File: src/rtl/prio_arb_pkg.sv
// Shared types and helpers for the registered priority arbiter.
// Optional build macro: PRIO_ARB_ROUND_ROBIN_EN (rotating priority).
package prio_arb_pkg;

    // Default configuration of the arbiter.
    localparam int N_DEF        = 4;
    localparam int MAX_HOLD_DEF = 8;

    // Arbiter FSM states.
    typedef enum logic {
        IDLE = 1'b0,
        BUSY = 1'b1
    } arb_state_e;

    // Index of the lowest set bit of a one-hot vector of up to 32 bits.
    // An all-zero vector maps to index 0.
    function automatic logic [4:0] onehot_to_idx(input logic [31:0] vec);
        logic [4:0] idx;
        logic       found;
        idx   = 5'd0;
        found = 1'b0;
        for (int i = 0; i < 32; i++) begin
            if (vec[i] && !found) begin
                idx   = 5'(i);
                found = 1'b1;
            end else begin
                idx   = idx;
            end
        end
        return idx;
    endfunction

endpackage : prio_arb_pkg

File: src/rtl/prio_arbiter_if.sv
// Request/grant bundle between requesters (master) and the arbiter (slave).
// Optional build macro: PRIO_ARB_ROUND_ROBIN_EN (no effect on this file).
interface prio_arbiter_if #(
    parameter int N    = 4,
    parameter int ID_W = $clog2(N)
);
    logic [N-1:0]    req;
    logic [N-1:0]    grant;
    logic [ID_W-1:0] grant_id;
    logic            grant_valid;

    // Requester side: raises requests and observes the grant.
    modport master (
        output req,
        input  grant,
        input  grant_id,
        input  grant_valid
    );

    // Arbiter side: observes requests and drives the grant.
    modport slave (
        input  req,
        output grant,
        output grant_id,
        output grant_valid
    );
endinterface : prio_arbiter_if

File: src/rtl/prio_find_first.sv
// Combinational search for the first unmasked set bit, starting at a given
// index and wrapping from N-1 back to 0. With start_i=0 this is a plain
// fixed-priority encoder (bit 0 highest).
// Optional build macro: PRIO_ARB_ROUND_ROBIN_EN (no effect on this file).
module prio_find_first #(
    parameter int N    = 4,
    parameter int ID_W = $clog2(N)
) (
    input  logic [N-1:0]    vec_i,
    input  logic [N-1:0]    mask_i,
    input  logic [ID_W-1:0] start_i,
    output logic            found_o,
    output logic [ID_W-1:0] idx_o
);

    logic [N-1:0] cand_s;

    assign cand_s = vec_i & ~mask_i;

    // Walk the candidates in rotated order and keep the first hit.
    always_comb begin
        found_o = 1'b0;
        idx_o   = '0;
        for (int k = 0; k < N; k++) begin
            int j;
            j = int'(start_i) + k;
            if (j >= N) begin
                j = j - N;
            end else begin
                j = j;
            end
            if (cand_s[j] && !found_o) begin
                found_o = 1'b1;
                idx_o   = ID_W'(j);
            end else begin
                found_o = found_o;
            end
        end
    end

endmodule : prio_find_first

File: src/rtl/prio_arbiter.sv
// Registered N-way arbiter with grant holding and a hold-limit timeout.
// A holder keeps the grant while it requests; on release or timeout the
// remaining requesters (owner masked) are re-arbitrated on the same edge,
// so hand-over has no idle bubble.
// Optional build macro: PRIO_ARB_ROUND_ROBIN_EN (rotating priority pointer);
// when undefined the priority is fixed with bit 0 highest.
module prio_arbiter
    import prio_arb_pkg::*;
#(
    parameter int N        = N_DEF,
    parameter int MAX_HOLD = MAX_HOLD_DEF,
    parameter int ID_W     = $clog2(N)
) (
    input  logic          clk,
    input  logic          rst_n,
    prio_arbiter_if.slave bus
);

    // Hold counter width; at least one bit even when the limit is disabled.
    localparam int HC_W = (MAX_HOLD == 0) ? 1 : $clog2(MAX_HOLD + 1);

    arb_state_e      state_q, state_d;
    logic [N-1:0]    grant_q, grant_d;
    logic [ID_W-1:0] grant_id_q, grant_id_d;
    logic            grant_valid_q, grant_valid_d;
    logic [HC_W-1:0] hold_q, hold_d;

    logic [N-1:0]    mask_s;
    logic [ID_W-1:0] start_s;
    logic            found_s;
    logic [ID_W-1:0] win_idx_s;
    logic            owner_req_s;
    logic            timeout_s;
    logic [N-1:0]    win_onehot_s;

`ifdef PRIO_ARB_ROUND_ROBIN_EN
    logic [ID_W-1:0] rr_ptr_q, rr_ptr_d;

    // Successor of an index, wrapping N-1 back to 0.
    function automatic logic [ID_W-1:0] wrap_inc(input logic [ID_W-1:0] i);
        logic [ID_W-1:0] r;
        if (i == ID_W'(N - 1)) begin
            r = '0;
        end else begin
            r = i + ID_W'(1);
        end
        return r;
    endfunction

    assign start_s = rr_ptr_q;
`else
    assign start_s = '0;
`endif

    assign owner_req_s  = |(bus.req & grant_q);
    assign timeout_s    = (MAX_HOLD != 0) && (hold_q == HC_W'(MAX_HOLD));
    assign win_onehot_s = {{(N-1){1'b0}}, 1'b1} << win_idx_s;

    // The current owner is excluded from re-arbitration while busy.
    always_comb begin
        if (state_q == BUSY) begin
            mask_s = grant_q;
        end else begin
            mask_s = '0;
        end
    end

    prio_find_first #(
        .N    (N),
        .ID_W (ID_W)
    ) u_find (
        .vec_i   (bus.req),
        .mask_i  (mask_s),
        .start_i (start_s),
        .found_o (found_s),
        .idx_o   (win_idx_s)
    );

    // Next-state and next-output decision for the arbiter FSM.
    always_comb begin
        state_d = state_q;
        grant_d = grant_q;
        hold_d  = hold_q;
`ifdef PRIO_ARB_ROUND_ROBIN_EN
        rr_ptr_d = rr_ptr_q;
`endif
        case (state_q)
            IDLE: begin
                if (found_s) begin
                    state_d = BUSY;
                    grant_d = win_onehot_s;
                    hold_d  = HC_W'(1);
`ifdef PRIO_ARB_ROUND_ROBIN_EN
                    rr_ptr_d = wrap_inc(win_idx_s);
`endif
                end else begin
                    state_d = IDLE;
                    grant_d = '0;
                    hold_d  = '0;
                end
            end
            BUSY: begin
                if (owner_req_s && !timeout_s) begin
                    // Owner keeps the grant; count saturates at the limit.
                    if ((MAX_HOLD != 0) && (hold_q < HC_W'(MAX_HOLD))) begin
                        hold_d = hold_q + HC_W'(1);
                    end else begin
                        hold_d = hold_q;
                    end
                end else if (found_s) begin
                    // Release or timeout with another requester waiting.
                    grant_d = win_onehot_s;
                    hold_d  = HC_W'(1);
`ifdef PRIO_ARB_ROUND_ROBIN_EN
                    rr_ptr_d = wrap_inc(win_idx_s);
`endif
                end else if (owner_req_s) begin
                    // Timeout with nobody else waiting: re-grant the owner.
                    grant_d = grant_q;
                    hold_d  = HC_W'(1);
`ifdef PRIO_ARB_ROUND_ROBIN_EN
                    rr_ptr_d = wrap_inc(grant_id_q);
`endif
                end else begin
                    state_d = IDLE;
                    grant_d = '0;
                    hold_d  = '0;
                end
            end
            default: begin
                state_d = IDLE;
                grant_d = '0;
                hold_d  = '0;
            end
        endcase
    end

    assign grant_id_d    = ID_W'(onehot_to_idx(32'(grant_d)));
    assign grant_valid_d = |grant_d;

    // State and registered outputs; reset clears everything immediately.
    always_ff @(posedge clk or negedge rst_n) begin
        if (!rst_n) begin
            state_q       <= IDLE;
            grant_q       <= '0;
            grant_id_q    <= '0;
            grant_valid_q <= 1'b0;
            hold_q        <= '0;
`ifdef PRIO_ARB_ROUND_ROBIN_EN
            rr_ptr_q      <= '0;
`endif
        end else begin
            state_q       <= state_d;
            grant_q       <= grant_d;
            grant_id_q    <= grant_id_d;
            grant_valid_q <= grant_valid_d;
            hold_q        <= hold_d;
`ifdef PRIO_ARB_ROUND_ROBIN_EN
            rr_ptr_q      <= rr_ptr_d;
`endif
        end
    end

    assign bus.grant       = grant_q;
    assign bus.grant_id    = grant_id_q;
    assign bus.grant_valid = grant_valid_q;

endmodule : prio_arbiter

File: src/flat_wrapper.sv
// flat-port wrapper written by rule: the top's interface ports become plain ports
module prio_arbiter_flat import prio_arb_pkg::*;
#(
    parameter int N        = N_DEF,
    parameter int MAX_HOLD = MAX_HOLD_DEF,
    parameter int ID_W     = $clog2(N)
)
  (clk, rst_n, bus_req, bus_grant, bus_grant_id, bus_grant_valid);
  prio_arbiter_if #(.N(N), .ID_W(ID_W)) bus_i ();
  input  logic clk;
  input  logic rst_n;
  input wire logic [$bits(bus_i.req)-1:0] bus_req;
  output wire logic [$bits(bus_i.grant)-1:0] bus_grant;
  output wire logic [$bits(bus_i.grant_id)-1:0] bus_grant_id;
  output wire logic [$bits(bus_i.grant_valid)-1:0] bus_grant_valid;
  assign bus_i.req = bus_req;
  assign bus_grant = bus_i.grant;
  assign bus_grant_id = bus_i.grant_id;
  assign bus_grant_valid = bus_i.grant_valid;
  prio_arbiter #(.N(N), .MAX_HOLD(MAX_HOLD), .ID_W(ID_W)) u_core (.clk(clk), .rst_n(rst_n), .bus(bus_i));
endmodule
File: config.mk
export PLATFORM = sky130hd
export DESIGN_NAME = prio_arbiter_flat
export DESIGN_NICKNAME = d
export VERILOG_FILES = /design/src/rtl/prio_arb_pkg.sv /design/src/rtl/prio_arbiter_if.sv /design/src/rtl/prio_find_first.sv /design/src/rtl/prio_arbiter.sv /design/src/flat_wrapper.sv
export SDC_FILE = /design/constraint.sdc
export NUM_CORES = 1
export LEC_CHECK = 0
export BUFFER_PORTS_ARGS = -buffer_cell sky130_fd_sc_hd__buf_2
export CORE_MARGIN = 1
export CORE_UTILIZATION = 45
export CTS_BUF_LIST = sky130_fd_sc_hd__clkbuf_2 sky130_fd_sc_hd__clkbuf_4 sky130_fd_sc_hd__clkbuf_8
export DETAILED_ROUTE_END_ITERATION = 10
export HOLD_SLACK_MARGIN = 0.05
export PLACE_DENSITY = 0.67
export REMOVE_ABC_BUFFERS = 1
export SLEW_MARGIN = 20
export SYNTH_ARGS = -nofsm -noshare
export SYNTH_HDL_FRONTEND = slang
export SYNTH_SLANG_ARGS = --single-unit
File: constraint.sdc
create_clock -name clk -period 3.3 [get_ports clk]
set_clock_uncertainty 0.2 [all_clocks]
set_input_delay 0.495 -clock clk [delete_from_list [all_inputs] [get_ports clk]]
set_output_delay 0.495 -clock clk [all_outputs]
set_load 0.03 [all_outputs]
==> flow_metrics.tcl, run 1 <==
set metrics [dict create \
    vias 528 \
    period_needed_ps 1870 \
    ios 13 \
    ys_warn_count 0 \
    clk_pin_slew_ps 60 \
    grt_pass1_vias 472 \
    relSlewSlack_pct 77.5 \
    drive_gt1_share_pct 32.5 \
    synth_top_area_share_pct 45.4 \
    grt_antenna_before_repair 0 \
    ys_types 30 \
    setup_viol 0 \
    grt_overflow 0 \
    grtUsageTotal_pct 18.6 \
    hpwl_um 947 \
    synth_area_leader_cell "dfrtp_1" \
    clock_latency_ps 260 \
    syn_to_final_growth_pct 16.8 \
    cts_resized 0 \
    die_w_um 40.4 \
    fin_ws_ps 1430 \
    core_mm2 0.00133 \
    cp-end-kind "flop" \
    crit_type "reg -> reg" \
    syn_area_per_cell_um2 10.3 \
    wl_um 1170 \
    htree_levels 1 \
    p_per_area_mw_per_mm2 893 \
    reg2regPathDepth 7 \
    die_area_mm2 0.00163 \
    wl_per_cell_um 12.3 \
    drc 0 \
    worstMarginPinSlew_ps 334 \
    timing.setup.tns_ps 0 \
    port_buffers 12 \
    synthTopCellsByArea "dfrtp_1, nor2_1, o221ai_2" \
    fin_nets 90 \
    maxSlewViolCount 0 \
    cp_data_required_time_ps 3250 \
    vias_per_cell 5.56 \
    postCtsSetupBuffers 0 \
    diodes 0 \
    first_pass_iters 4 \
    holdPathStages 2 \
    clock-root-buffer "clkbuf_4" \
    maxCapViolCount 0 \
    critPathMaxFanout 4 \
    grt_setup_unrepaired "false" \
    syn_area_um2 662 \
    leakage_nw 0.369 \
    grt_max_degree 13 \
    ant_nets 0 \
    clk_path_buf_depth 2 \
    cts_tree "done" \
    hold_path_class "in -> reg" \
    start_kind "flop" \
    finalCritPeriodShare_pct 56.6 \
    place_ws_ps 1320 \
    drt-initial-drc-count 9 \
    outcome "finished clean" \
    hold_viol 0 \
    cts.sinks 12 \
    die_y_um 40.4 \
    rows 13 \
    peakVddDrop_mv 0.496 \
    grt_pass1_wl_um 1930 \
    numCtsBuffers 3 \
    ff2ff_setup_slack_ps 1430 \
    max_freq_mhz 535 \
    yosysSeqAreaShare_pct 45.4 \
    syn_inst 64 \
    ys_ff_latch 12 \
    arrival_ps 1820 \
    gp_congestion 0.793 \
    start_util_pct 49.6 \
]
-- layout by cell type (no fill, tap or decap), drive strengths merged, types with 2 or more instances in the layout --
cell	netlist	layout
a22oi	2	2
dfrtp	12	12
nand2	7	7
ha	2	2
a21oi	2	2
nor2	8	8
a21boi	2	2
o221ai	2	2
a32o	2	2
buf	0	12
or2b	2	2
or3	2	2
clkbuf	0	3
xnor2	2	2
inv	5	5
-- flip-flops by register name (all words and copies together), names as in the netlist --
name,count
u_core.bus.grant,4
u_core.bus.grant_valid,1
u_core.bus.grant_id,2
u_core.state_q,1
u_core.hold_q,4
-- layout make-up --
cell class / instances / area [um^2]
Fill cell: 118 / 561
Multi-Input combinational cell: 47 / 343
Sequential cell: 12 / 300
Timing Repair Buffer: 13 / 70.1
Clock buffer: 3 / 22.5
Inverter: 5 / 18.8
Tap cell: 15 / 18.8
-- cells by family (layout without fill, tap and decap cells) --
family	Yosys count	after routing	synth area share, %
flip-flops	12	12	45.4
adder cells (fa/ha/maj)	2	2	3.78
XOR/XNOR	2	2	2.65
multiplexers	1	1	1.51
AND/OR/NAND/NOR	24	24	18.7
AO/OA/AOI/OAI	18	18	25.1
buffers and inverters	5	21	2.84
-- layer usage --
metal / part of all wire (%) / vias up / global-route usage, %
met5: 0 / - / 0
met4: 0 / 0 / 5.00
met3: 3.8 / 0 / 8.33
met2: 48 / 9 / 29.8
met1: 48 / 254 / 22.5
li1: - / 265 / -
-- synthesized netlist by cell type --
master    instances
nand3b_1          1
a221oi_1          1
or2b_1            1
ha_1              2
a32o_1            2
mux2i_1           1
a21boi_2          1
and2_4            1
inv_1             5
nor4_1            1
a32oi_1           1
o21a_1            1
a21boi_0          1
nand3_1           1
o21ba_1           1
or3_2             2
a31oi_1           1
a22oi_1           2
a22o_2            1
o221ai_2          2
o21bai_2          1
dfrtp_1          12
a21oi_1           2
a21bo_2           1
or2b_2            1
nand2_2           1
nand2_1           6
nor2_1            8
xnor2_1           2
nor2b_1           1
-- critical path, cell delays in order, from the launching register on --
cell and delay (ps):
dfrtp_1 430, inv_1 70, ha_1 140, nand3b_1 130
o21bai_2 230, and2_4 160, a32o_1 210, o21ba_1 180
-- per-stage QoR --
step                      utilization, %  total power [mW]  hold slack [ps]  std cells  instance area, um^2
after detailed placement            55.5             0.613              178         91                  741
after global routing                58.0             0.759              387         95                  773
after global placement              55.5             0.610              179         91                  741
final                               58.0             0.690              374         95                  773
after floorplan                        -             0.523           -0.591         64                  662
after CTS                           58.0             0.699              365         95                  773
-- path summary, 6_finish.rpt --
kind,to,from
setup / recovery,u_core.bus.grant_id[0]$_DFF_PN0_,u_core.hold_q[0]$_DFFE_PN0P_
hold / removal,u_core.bus.grant[0]$_DFF_PN0_,bus_req[0]
setup reg to reg,u_core.bus.grant_id[0]$_DFF_PN0_,u_core.hold_q[0]$_DFFE_PN0P_
hold reg to reg,u_core.hold_q[2]$_DFFE_PN0P_,u_core.hold_q[2]$_DFFE_PN0P_
max in group asynchronous,u_core.bus.grant[1]$_DFF_PN0_,rst_n
min in group asynchronous,u_core.state_q$_DFF_PN0_,rst_n
-- what timing repair did --
action,CTS,global route
setup endpoints to repair,0,0
hold endpoints to repair,12,0
hold buffers,1,0
-- report_power, final --
part           switching [mW]  internal [mW]
Combinational           0.205          0.145
Clock                  0.0393         0.0421
Sequential             0.0613          0.197
(Power assumes the default switching activity.)
==> run 2: changes to the inputs <==
==> constraint.sdc (replaced) <==
create_clock -name clk -period 1.8 [get_ports clk]
set_clock_uncertainty 0.2 [all_clocks]
set_input_delay 0.27 -clock clk [delete_from_list [all_inputs] [get_ports clk]]
set_output_delay 0.27 -clock clk [all_outputs]
set_load 0.03 [all_outputs]
==> run 2 against run 1 <==
Clock-buffer cell count unchanged; sequential power up 85%; via count up 9.1%; critical endpoint unchanged.
==> flow_metrics.tcl, run 2 (synthesis gave the netlist of run 1 again) <==
set metrics [dict create \
    outcome "finished clean" \
    r2r_end "u_core.bus.grant_id[0]$_DFF_PN0_" \
    place_ws_ps 4.34 \
    syn_to_final_growth_pct 44.4 \
    arrival_ps 1750 \
    grt_overflow 0 \
    die_area_mm2 0.00163 \
    drive_gt1_share_pct 52.7 \
    grt_max_degree 13 \
    clock_latency_ps 260 \
    vias 576 \
    critPathMaxFanout 6 \
    ff2ff_setup_slack_ps 3 \
    diodes 0 \
    multi_input_area_um2 410 \
    numCtsBuffers 3 \
    hp-start "bus_req[0]" \
    crit-reg2reg-launch "u_core.bus.grant[1]$_DFF_PN0_" \
    max_stage_delay_ps 450 \
    mostFrequentLayoutCells "buf_2, buf_4, nor2_1, dfrtp_1, nand2_1" \
    hold_ws_ps 183 \
    drt-initial-drc-count 20 \
    clk_pin_slew_ps 60 \
    cp_cell_sequence "or2b_1, o221ai_4, o21bai_4, and2_4, a32o_2, o21ba_1" \
    relSlewSlack_pct 82.3 \
    die_w_um 40.4 \
    htree_levels 1 \
    max_freq_mhz 557 \
    start_kind "flop" \
    grtUsageTotal_pct 19.7 \
    cts.sinks 12 \
    p_per_area_mw_per_mm2 1670 \
    period_needed_ps 1800 \
    leakage_nw 0.451 \
    fin_nets 103 \
    reg2regPathDepth 6 \
    hold_path_end "u_core.bus.grant[0]$_DFF_PN0_" \
    num-fill-cells 106 \
    worstMarginPinSlew_ps 264 \
    holdPathStages 2 \
    critPathSlowestCell "dfrtp_2" \
    first_pass_iters 4 \
    fin_ws_ps 3.49 \
    clock-root-buffer "clkbuf_4" \
    grt_pass1_vias 483 \
    ios 13 \
    drc 0 \
    cp-end-kind "flop" \
    grt_antenna_before_repair 0 \
    cts_tree "done" \
    clk_path_buf_depth 2 \
    instances_no_fill 108 \
    dp_cells 98 \
    ff_latch_area_um2 305 \
    rows 13 \
    hold_viol 0 \
    peakVddDrop_mv 1.04 \
    gp_congestion 0.836 \
    wl_um 1570 \
    setup_viol 0 \
    hpwl_um 1040 \
    grt_pass1_wl_um 2060 \
    maxCapViolCount 0 \
    wl_per_cell_um 14.5 \
    vias_per_cell 5.33 \
    start_util_pct 49.6 \
    port_buffers 12 \
    hold_path_class "in -> reg" \
    cp_data_required_time_ps 1750 \
    ant_nets 0 \
    die_y_um 40.4 \
    crit_type "reg -> reg" \
    core_mm2 0.00133 \
    maxSlewViolCount 0 \
    finalCritPeriodShare_pct 99.8 \
]
-- run 2: routing by layer --
metal / global-route usage [%] / vias up / routed length (um)
met5: 0 / - / 0
met1: 27.0 / 266 / 714
met3: 8.33 / 2 / 60
met4: 2.50 / 0 / 12
li1: - / 294 / -
met2: 29.4 / 14 / 777
-- run 2: worst max-delay path by stage --
stage          slack, ps  depth (start not counted)                          endpoint                     startpoint
6_report               3                          6  u_core.bus.grant_id[0]$_DFF_PN0_  u_core.bus.grant[1]$_DFF_PN0_
5_1_grt              -40                          6  u_core.bus.grant_id[0]$_DFF_PN0_  u_core.bus.grant[1]$_DFF_PN0_
4_1_cts                8                          6  u_core.bus.grant_id[0]$_DFF_PN0_  u_core.bus.grant[3]$_DFF_PN0_
3_5_place_dp           4                          6  u_core.bus.grant_id[0]$_DFF_PN0_  u_core.bus.grant[2]$_DFF_PN0_
3_3_place_gp          50                          6  u_core.bus.grant_id[0]$_DFF_PN0_  u_core.bus.grant[3]$_DFF_PN0_
2_1_floorplan        -60                          6  u_core.bus.grant_id[0]$_DFF_PN0_  u_core.bus.grant[2]$_DFF_PN0_
-- run 2: worst max-delay path: cells and delay by family, from the launching register on --
| family | cells | cell delay, ps |
|---|---|---|
| flops | 1 | 450 |
| simple gates | 2 | 420 |
| compound gates | 4 | 610 |
-- run 2: through the flow --
stage          area (um^2)  setup TNS (ps)  util, %  power [mW]
4_1_cts                832               0     62.4        1.38
6_report               956               0     71.7        1.59
5_1_grt                956           -35.4     71.7        1.71
3_3_place_gp           793               0     59.5        1.20
3_5_place_dp           793               0     59.5        1.21
2_1_floorplan          662           -61.1        -       0.959
-- run 2: cell type report --
type                    count  area share, %
well taps                  15           1.96
multi-input cells          47           42.9
clock buffers               3           2.36
repair buffers             26           18.8
inverters                   5           1.96
flip-flops and latches     12           31.9
-- run 2: where the power goes --
| part | total (mW) | internal [mW] | switching, mW | leakage, nW |
|---|---|---|---|---|
| combinational | 0.970 | 0.467 | 0.504 | 0.294 |
| clock | 0.146 | 0.0769 | 0.0691 | 0.0138 |
| sequential | 0.478 | 0.368 | 0.110 | 0.144 |
| total | 1.59 | 0.912 | 0.683 | 0.451 |
-- run 2: timing repair --
item	in CTS	in global routing
endpoints found under the hold margin	12	0
setup endpoints to repair	1	2
setup buffers	0	6
pin swaps	1	4
resized for setup	1	14
hold buffers	1	0
